===== config.mk =====
export PLATFORM = sky130hd
export DESIGN_NAME = cop_ise_mc
export DESIGN_NICKNAME = d
export VERILOG_FILES = /design/src/rtl/cop_ise_mc.sv
export SDC_FILE = /design/constraint.sdc
export NUM_CORES = 1
export LEC_CHECK = 0
export BUFFER_PORTS_ARGS = -buffer_cell sky130_fd_sc_hd__buf_2
export CAP_MARGIN = 30
export CORE_MARGIN = 1
export CORE_UTILIZATION = 25
export CTS_CLUSTER_SIZE = 28
export DETAILED_ROUTE_END_ITERATION = 16
export PLACE_DENSITY_LB_ADDON = 0.3
export REMOVE_ABC_BUFFERS = 1
export SLEW_MARGIN = 25
export SYNTH_ARGS = -nofsm -noshare
export SYNTH_HDL_FRONTEND = slang
export SYNTH_SLANG_ARGS = --single-unit

===== constraint.sdc =====
create_clock -name cop_clk -period 3.3 [get_ports cop_clk]
set_input_delay 0.165 -clock cop_clk [delete_from_list [all_inputs] [get_ports cop_clk]]
set_output_delay 0.165 -clock cop_clk [all_outputs]
set_load 0.01 [all_outputs]

===== src/rtl/cop_ise_mc.sv =====
// cop_ise_mc: registered multi-cycle ISE co-processor port (rori.n/b/h, swapmove, iterative rori.w).
// Latency: miss 0 cycles; single-cycle ops respond 1 cycle after accept; rori.w after 1+ceil(imm/ROT_STEP).
// Backpressure: result held in res_q with cop_wr high until cop_rdywr; cop_valid low aborts to IDLE.
module cop_ise_mc #(
    parameter logic [2:0] ISE_V    = 3'b111,
    parameter int         ROT_STEP = 4
) (
    input  logic        cop_clk,
    input  logic        cop_rst,
    input  logic        cop_valid,
    input  logic        cop_rdywr,
    output logic        cop_ready,
    output logic        cop_wait,
    output logic        cop_wr,
    input  logic [31:0] cop_insn,
    input  logic [31:0] cop_rs1,
    input  logic [31:0] cop_rs2,
    output logic [31:0] cop_rd
);
    localparam logic [6:0] CUSTOM_0 = 7'b0001011;
    localparam logic [6:0] CUSTOM_2 = 7'b1011011;
    localparam logic [4:0] STEP     = 5'(ROT_STEP);

    typedef enum logic [1:0] {IDLE, EXEC, RESP} state_t;

    typedef struct packed {
        logic rori_n;
        logic rori_b;
        logic rori_h;
        logic swapmove;
        logic rori_w;
    } dec_t;

    state_t      state_q, state_d;
    dec_t        dec;
    logic [4:0]  imm;
    logic [1:0]  fsel;
    logic        hit, accept, rorw_multi;
    logic [31:0] rv_res, sm_res, res_single, res_rot;
    logic [31:0] res_q;
    logic [4:0]  cnt_q, cnt_nxt;
    logic        unused_insn;

    function automatic logic [31:0] ror_n(input logic [31:0] x, input logic [1:0] sh);
        logic [7:0] d;
        ror_n = '0;
        for (int i = 0; i < 8; i++) begin
            d = {x[4*i +: 4], x[4*i +: 4]} >> sh;
            ror_n[4*i +: 4] = d[3:0];
        end
    endfunction

    function automatic logic [31:0] ror_b(input logic [31:0] x, input logic [2:0] sh);
        logic [15:0] d;
        ror_b = '0;
        for (int i = 0; i < 4; i++) begin
            d = {x[8*i +: 8], x[8*i +: 8]} >> sh;
            ror_b[8*i +: 8] = d[7:0];
        end
    endfunction

    function automatic logic [31:0] ror_h(input logic [31:0] x, input logic [3:0] sh);
        logic [31:0] d;
        ror_h = '0;
        for (int i = 0; i < 2; i++) begin
            d = {x[16*i +: 16], x[16*i +: 16]} >> sh;
            ror_h[16*i +: 16] = d[15:0];
        end
    endfunction

    function automatic logic [31:0] ror_w(input logic [31:0] x, input logic [4:0] sh);
        logic [63:0] d;
        d     = {x, x} >> sh;
        ror_w = d[31:0];
    endfunction

    assign imm         = cop_insn[29:25];
    assign fsel        = cop_insn[31:30];
    assign unused_insn = ^cop_insn[24:7];

    always_comb begin
        dec = '0;
        if (cop_insn[6:0] == CUSTOM_0) begin
            dec.rori_n   = ISE_V[0] && (fsel == 2'b01);
            dec.rori_b   = ISE_V[0] && (fsel == 2'b10);
            dec.rori_h   = ISE_V[0] && (fsel == 2'b11);
            dec.swapmove = ISE_V[1] && (fsel == 2'b00);
        end
        if (cop_insn[6:0] == CUSTOM_2) begin
            dec.rori_w = ISE_V[2] && (fsel == 2'b00);
        end
    end

    assign hit        = (dec != '0);
    assign accept     = (state_q == IDLE) && cop_valid && hit;
    assign rorw_multi = dec.rori_w && (imm != 5'd0);

    generate
        if (ISE_V[0]) begin : g_rv
            always_comb begin
                if (dec.rori_n)      rv_res = ror_n(cop_rs1, imm[1:0]);
                else if (dec.rori_b) rv_res = ror_b(cop_rs1, imm[2:0]);
                else if (dec.rori_h) rv_res = ror_h(cop_rs1, imm[3:0]);
                else                 rv_res = '0;
            end
        end else begin : g_no_rv
            assign rv_res = '0;
        end

        if (ISE_V[1]) begin : g_sm
            logic [31:0] sm_t;
            assign sm_t   = ((cop_rs1 >> imm) ^ cop_rs1) & cop_rs2;
            assign sm_res = cop_rs1 ^ sm_t ^ (sm_t << imm);
        end else begin : g_no_sm
            assign sm_res = '0;
        end

        // Rotator retires min(ROT_STEP, remaining) bits per EXEC cycle.
        if (ISE_V[2]) begin : g_rw
            logic [4:0] step;
            assign step    = (cnt_q < STEP) ? cnt_q : STEP;
            assign cnt_nxt = cnt_q - step;
            assign res_rot = ror_w(res_q, step);
        end else begin : g_no_rw
            assign cnt_nxt = '0;
            assign res_rot = res_q;
        end
    endgenerate

    always_comb begin
        if (dec.swapmove)    res_single = sm_res;
        else if (dec.rori_w) res_single = cop_rs1;
        else                 res_single = rv_res;
    end

    always_ff @(posedge cop_clk) begin
        if (cop_rst) state_q <= IDLE;
        else         state_q <= state_d;
    end

    always_comb begin
        state_d = state_q;
        unique case (state_q)
            IDLE: if (cop_valid && hit) state_d = rorw_multi ? EXEC : RESP;
            EXEC: begin
                if (!cop_valid)            state_d = IDLE;
                else if (cnt_nxt == 5'd0)  state_d = RESP;
            end
            RESP: if (!cop_valid || cop_rdywr) state_d = IDLE;
            default: state_d = IDLE;
        endcase
    end

    always_comb begin
        cop_ready = 1'b0;
        cop_wait  = 1'b0;
        cop_wr    = 1'b0;
        cop_rd    = '0;
        unique case (state_q)
            IDLE: begin
                cop_ready = cop_valid && !hit;
                cop_wait  = accept;
            end
            EXEC: cop_wait = 1'b1;
            RESP: begin
                cop_wr    = cop_valid;
                cop_ready = cop_valid && cop_rdywr;
            end
            default: ;
        endcase
        // A reset cycle never retires or writes, whatever state it interrupts.
        if (cop_rst) begin
            cop_ready = 1'b0;
            cop_wr    = 1'b0;
        end
        if (cop_wr) cop_rd = res_q;
    end

    always_ff @(posedge cop_clk) begin
        if (cop_rst) begin
            res_q <= '0;
            cnt_q <= '0;
        end else if (accept) begin
            res_q <= res_single;
            cnt_q <= dec.rori_w ? imm : 5'd0;
        end else if ((state_q == EXEC) && cop_valid) begin
            res_q <= res_rot;
            cnt_q <= cnt_nxt;
        end
    end
endmodule


# After elaboration in Yosys (flattened, before gate mapping)
# Cells that the tools add are included.
dict set report totals {
  output_inout_bits 35
  regBits 39
  elab_cells 78
  input_bits 100
}
dict set report classes {
  n_eq_ne 10
  shift 17
  magnitude_cmp 1
  n_bitwise 4
  n_mux 25
  n_addsub 1
  n_reduce_logical 17
}
# op count
set ops {}
lappend ops {{two-way mux 32 bit} 8}
lappend ops {{XOR 32 bit} 3}
lappend ops {{>> shifter 16 x 3 -> 8 bit} 4}
lappend ops {{>> shifter 32 x 4 -> 16 bit} 2}
lappend ops {{>> shifter 64 x 5 -> 32 bit} 1}
lappend ops {{>> shifter 8 x 2 -> 4 bit} 8}
lappend ops {{bitwise AND 32 bit} 1}
lappend ops {{left shift 32 x 5 -> 32 bit} 1}
lappend ops {{>> shifter 32 x 5 -> 32 bit} 1}
lappend ops {{two-way mux 5 bit} 4}
lappend ops {{two-way mux 2 bit} 5}
lappend ops {{nonzero test 5 bit} 2}
lappend ops {{== test 7 x 4 -> 1 bit (second input constant)} 1}
lappend ops {{== test 7 bit (second input constant)} 1}
lappend ops {{logical AND 1 bit} 7}
lappend ops {{== test 2 bit (second input constant)} 3}
lappend ops {{case mux 2 bit (3 select lines)} 1}
lappend ops {{zero test 5 bit} 1}
lappend ops {{< comparator 5 x 3 -> 1 bit (second input constant)} 1}
lappend ops {{subtractor 5 bit} 1}
lappend ops {{== test 2 x 1 -> 1 bit (second input constant)} 2}
lappend ops {{zero test 2 bit} 2}
lappend ops {{two-way mux 1 bit} 4}
lappend ops {{two-way mux 4 bit} 1}
lappend ops {{8 further kinds} 10}

# Logic depth before layout (Yosys ltp)
dict set report depth {
  depth_word 8
  ltp_mapped 18
  mapped_depth_nobuf 10
}

# Worst setup path after synthesis
# OpenSTA, ideal clock, no wires.
dict set report synth_timing {
  path_type {input to register}
  start {input port cop_insn[25]}
  end {register res_q[21]}
  setup_ns 0.101
  arrival_time_ns 3.428
  n_path_buf 2
  required_ns 3.199
  stages 12
  slack_ns -0.229
  cell_sequence {buf_6 buf_12 mux4_1 mux4_2 mux2_2 xor2_1 a32oi_2 or2_2 mux4_2 o21ai_1 xor2_1 o41ai_1}
}
dict set report synth_via {
  elab_chain_cells 7
  word_cells_on_any_way 15
  cone_classes {shift (5); mux (6); bitwise (4)}
}
# item line_no
set synth_rtl {}
lappend synth_rtl {{from (decl)} 15} ;# input logic [31:0] cop_insn,
lappend synth_rtl {{>> shifter 32 x 5 -> 32 bit / >> shifter 32 x 4 -> 16 bit (equally long branches)} {112, 66}}
lappend synth_rtl {{XOR 32 bit / two-way mux 32 bit (equally long branches)} {112, 103}}
lappend synth_rtl {{bitwise AND 32 bit / two-way mux 32 bit (equally long branches)} {112, 102}}
lappend synth_rtl {{left shift 32 x 5 -> 32 bit (tied with other cells)} 113} ;# assign sm_res = cop_rs1 ^ sm_t ^ (sm_t << imm);
lappend synth_rtl {{XOR 32 bit / two-way mux 32 bit (equally long branches)} {113, 132}}
lappend synth_rtl {{two-way mux 32 bit *} 131} ;# if (dec.swapmove) res_single = sm_res;
lappend synth_rtl {{two-way mux 32 bit *} 183} ;# end else if (accept) begin
lappend synth_rtl {{to (signal assigned)} 184} ;# res_q <= res_single;
lappend synth_rtl {{to (signal assigned)} 187} ;# res_q <= res_rot;
lappend synth_rtl {{to (decl)} 40} ;# logic [31:0] res_q;
# Every way passes the cells marked *; elsewhere a longest branch is shown, timed or not.
# A chain may end at the register's enable or synchronous reset.

# Worst setup path in the final report
dict set report layout_timing {
  start {input port cop_insn[25]}
  end {register res_q[19]}
}
# The elaborated chain is that of the path after synthesis.

==> results.toml <==
[floorplan]
initial_core_util_pct = 25.3
die_x_um = 213
rows = 77
fp.dieH_um = 213
core_mm2 = 0.0441
io_pins = 135
die_area_mm2 = 0.0456

[yosys]
yosysSeqAreaShare_pct = 6.99
synth_edf_count = 0
avgSynthCellArea_um2 = 7.08
postSynthCellCount = 1578
async_flop_share_pct = 0
synth_area_mm2 = 0.0112
synthDistinctLibCells = 93
yosysWarnings = 0
synth_top_flop_cell = "dfxtp_1"
ys_ff_latch = 39

[worst_hold_path]
worstHoldEndpoint = "state_q[1]$_SDFFE_PP0P_"
whs_path_depth = 4
hold_class = "in -> reg"
hp-start = "cop_rdywr"

[clock_network]
ctsLongestPathBuffers = 2
cts_sinks = 39
clock_latency_ns = 0.30
clk_pin_slew_ns = 0.07
cts-root-buf = "clkbuf_16"
postCtsHoldBufs = 0
cts_tree = "done"
htree_levels = 2
numCtsBuffers = 5

[drt]
drc = 0
drt_iter0_markers = 2232
wl_met1_um = 29700
viasPerCell = 6.13
dr.pass1.iters = 6
wl_per_cell_um = 27.8
routed_wl_um = 70500
routed-wl-met3_um = 7190
top_layer_used = "met4"
vias = 15600
dr_wl_met2_um = 30900
detail-route-antenna-nets = 0

[place]
gp_congestion = 1.04
numPortBuffers = 116
dp_hpwl_um = 56700
post-place-ws_ns = -0.826

[final_layout]
layout-drive-gt1-share_pct = 40.5
fin_nets = 2049
regArea_um2 = 781
fill_cells = 4767
syn2layout_area_growth_pct = 44.2
multi_input_area_mm2 = 0.0104

[timing]
period_needed_ns = 3.43
report.final.hold_viol_count = 0
grt_setup_unrepaired = "yes"
max_freq_mhz = 292
relSlewSlack_pct = 41.6
fin_crit_sh_pct = 104
report.final.slew_viol_count = 0
final.setup.tns_ns = -1.30
setup_slack_ns = -0.128
setup_viol = 16
worstMarginPinSlew_ns = 0.867
clock_skew_ns = 0.0143

[global_route]
grt_util_all_layers_pct = 30.4
grt-ovfl-total = 0
grt_pass1_wl_um = 101000
antenna_found_initial = 0
grt_max_degree = 48
grt_pass1_vias = 14300

[power]
p_sw_share_pct = 46.3
ir_drop_v = 0.000181
p_int_mw = 1.82
comb_power_share_pct = 71.1
p_seq_share_pct = 14.0
switchingPower_mw = 1.57
p_leak_nw = 6.32
power_density_mw_per_mm2 = 211
power.share.clock_pct = 14.9

[critical_path]
required_ns = 3.48
start_kind = "input pin"
reg2reg_slack_ns = 0.61
rr_startpoint = "cnt_q[1]$_SDFFE_PP0P_"
timing.rr.end = "res_q[30]$_SDFFE_PP0P_"
worst-path-max-fanout = 10
end_kind = "flop"
crit_arrival_ns = 3.61
ff2ff_path_depth = 7
critPathKind = "in -> reg"

[status]
status = "complete, but fails checks"
violations = "negative setup slack"

[job]
max_cap_violations = 0
-- flip-flops by register name (all words and copies together) (netlist names) --
| signal | flops |
|---|---|
| res_q | 32 |
| cnt_q | 5 |
| state_q | 2 |
-- cell usage after synthesis (12+ instances only) --
cell type	count	area, um2
or2_2	12	75.1
nand3_1	60	300
nor3_1	31	155
a21oi_1	116	581
dfxtp_1	39	781
nor4_1	13	81.3
mux2i_1	64	641
nand2_1	201	754
or3_1	14	87.6
xnor2_1	16	140
o211ai_1	25	188
o21ai_0	89	445
buf_2	16	80.1
buf_1	26	97.6
mux2_2	41	462
inv_1	14	52.6
nor2b_1	23	144
nor2_1	132	495
mux4_2	69	1550
a221oi_1	15	131
and3_1	15	93.8
a211oi_1	42	315
o22ai_1	22	138
and2_1	51	319
clkbuf_1	122	458
a31oi_1	28	175
a22oi_1	12	90.1
o31ai_1	13	97.6
a311oi_1	13	114
nand3b_1	15	113
xor2_1	20	175
-- per-layer routing --
layer  vias up  GRT usage, %
met5         -             0
met4         0          10.3
met3       139          4.64
met2       978          47.2
met1      7656          42.6
li1       6813             -
-- metrics by stage --
stage | total power [mW] | instances | cell area [um2] | utilization, % | hold slack (ns)
after global placement | 2.59 | 2508 | 14900 | 33.8 | 0.483
after detailed placement | 2.59 | 2508 | 14900 | 33.8 | 0.515
after floorplan | 1.36 | 1406 | 10500 | - | 0.234
final | 3.39 | 2542 | 16100 | 36.5 | 0.223
after global routing | 3.49 | 2541 | 16100 | 36.5 | 0.248
after CTS | 3.22 | 2535 | 15700 | 35.6 | 0.220
-- cells by family (layout without fill, tap and decap cells) --
| family | after synthesis | after routing | share of synthesized area [%] |
|---|---|---|---|
| and+or+nand+nor | 609 | 609 | 26.3 |
| xor gates and xnor gates | 36 | 36 | 2.82 |
| AOI/OAI and AO/OA | 523 | 523 | 32.2 |
| buffers and inverters | 191 | 562 | 7.02 |
| other | 1 | 2 | 0.0336 |
| adders and majority gates | 1 | 1 | 0.112 |
| DFF | 39 | 39 | 6.99 |
| muxes | 178 | 178 | 24.5 |
-- timing repair --
action | 4_1_cts | 5_1_grt
gates cloned | 2 | 0
pin swaps | 31 | 34
gates resized for setup | 94 | 82
setup buffers | 19 | 8
endpoints found under the setup margin | 29 | 28
-- layout by cell type (no fill, tap or decap), types with 22 or more instances in the layout --
cell,instances
buf_2,113
mux2i_1,53
mux2_2,28
mux4_2,70
nand3_1,57
o211ai_1,25
a21oi_1,113
a211oi_1,36
nor2_1,130
o21ai_0,81
and2_1,49
dfxtp_1,39
nand2_1,197
nor2b_1,23
nor3_1,22
buf_4,391
a31oi_1,26
-- worst max-delay path: stages --
cell and delay (ns):
buf_16 0.13, buf_12 0.15, mux4_2 0.60, mux4_2 0.60
and3_4 0.19, or2_0 0.22, a311oi_1 0.59, a211oi_2 0.13
o2bb2ai_1 0.18, buf_4 0.18, o32ai_1 0.10, xnor2_1 0.27
a21oi_1 0.10
-- area by class of cell --
class	count	share of cell area (%)
Sequential cell	39	4.84
Multi-Input combinational cell	1348	64.3
Clock inverter	3	0.124
Tap cell	592	4.60
Clock buffer	5	0.776
Antenna cell	1	0.0155
Inverter	19	0.442
Timing Repair Buffer	535	24.9
-- worst max-delay path by stage --
stage	startpoint	cells past startpoint	to	slack, ns
floorplan	cnt_q[2]$_SDFFE_PP0P_	9	res_q[28]$_SDFFE_PP0P_	-1.89
global route	cop_insn[25]	15	res_q[28]$_SDFFE_PP0P_	-0.18
detailed placement	cop_insn[26]	16	res_q[9]$_SDFFE_PP0P_	-0.83
global placement	cop_insn[26]	16	res_q[9]$_SDFFE_PP0P_	-0.91
finish	cop_insn[25]	13	res_q[19]$_SDFFE_PP0P_	-0.13
CTS	cop_insn[25]	13	res_q[31]$_SDFFE_PP0P_	-0.07
-- power by group through the flow --
stage	clock [mW]	combinational (mW)	sequential, mW
detailed placement	0	2.11	0.486
global placement	0	2.11	0.486
CTS	0.504	2.24	0.475
floorplan	0	0.876	0.484
global route	0.521	2.49	0.475
finish	0.504	2.41	0.475
(Power assumes the default switching activity.)
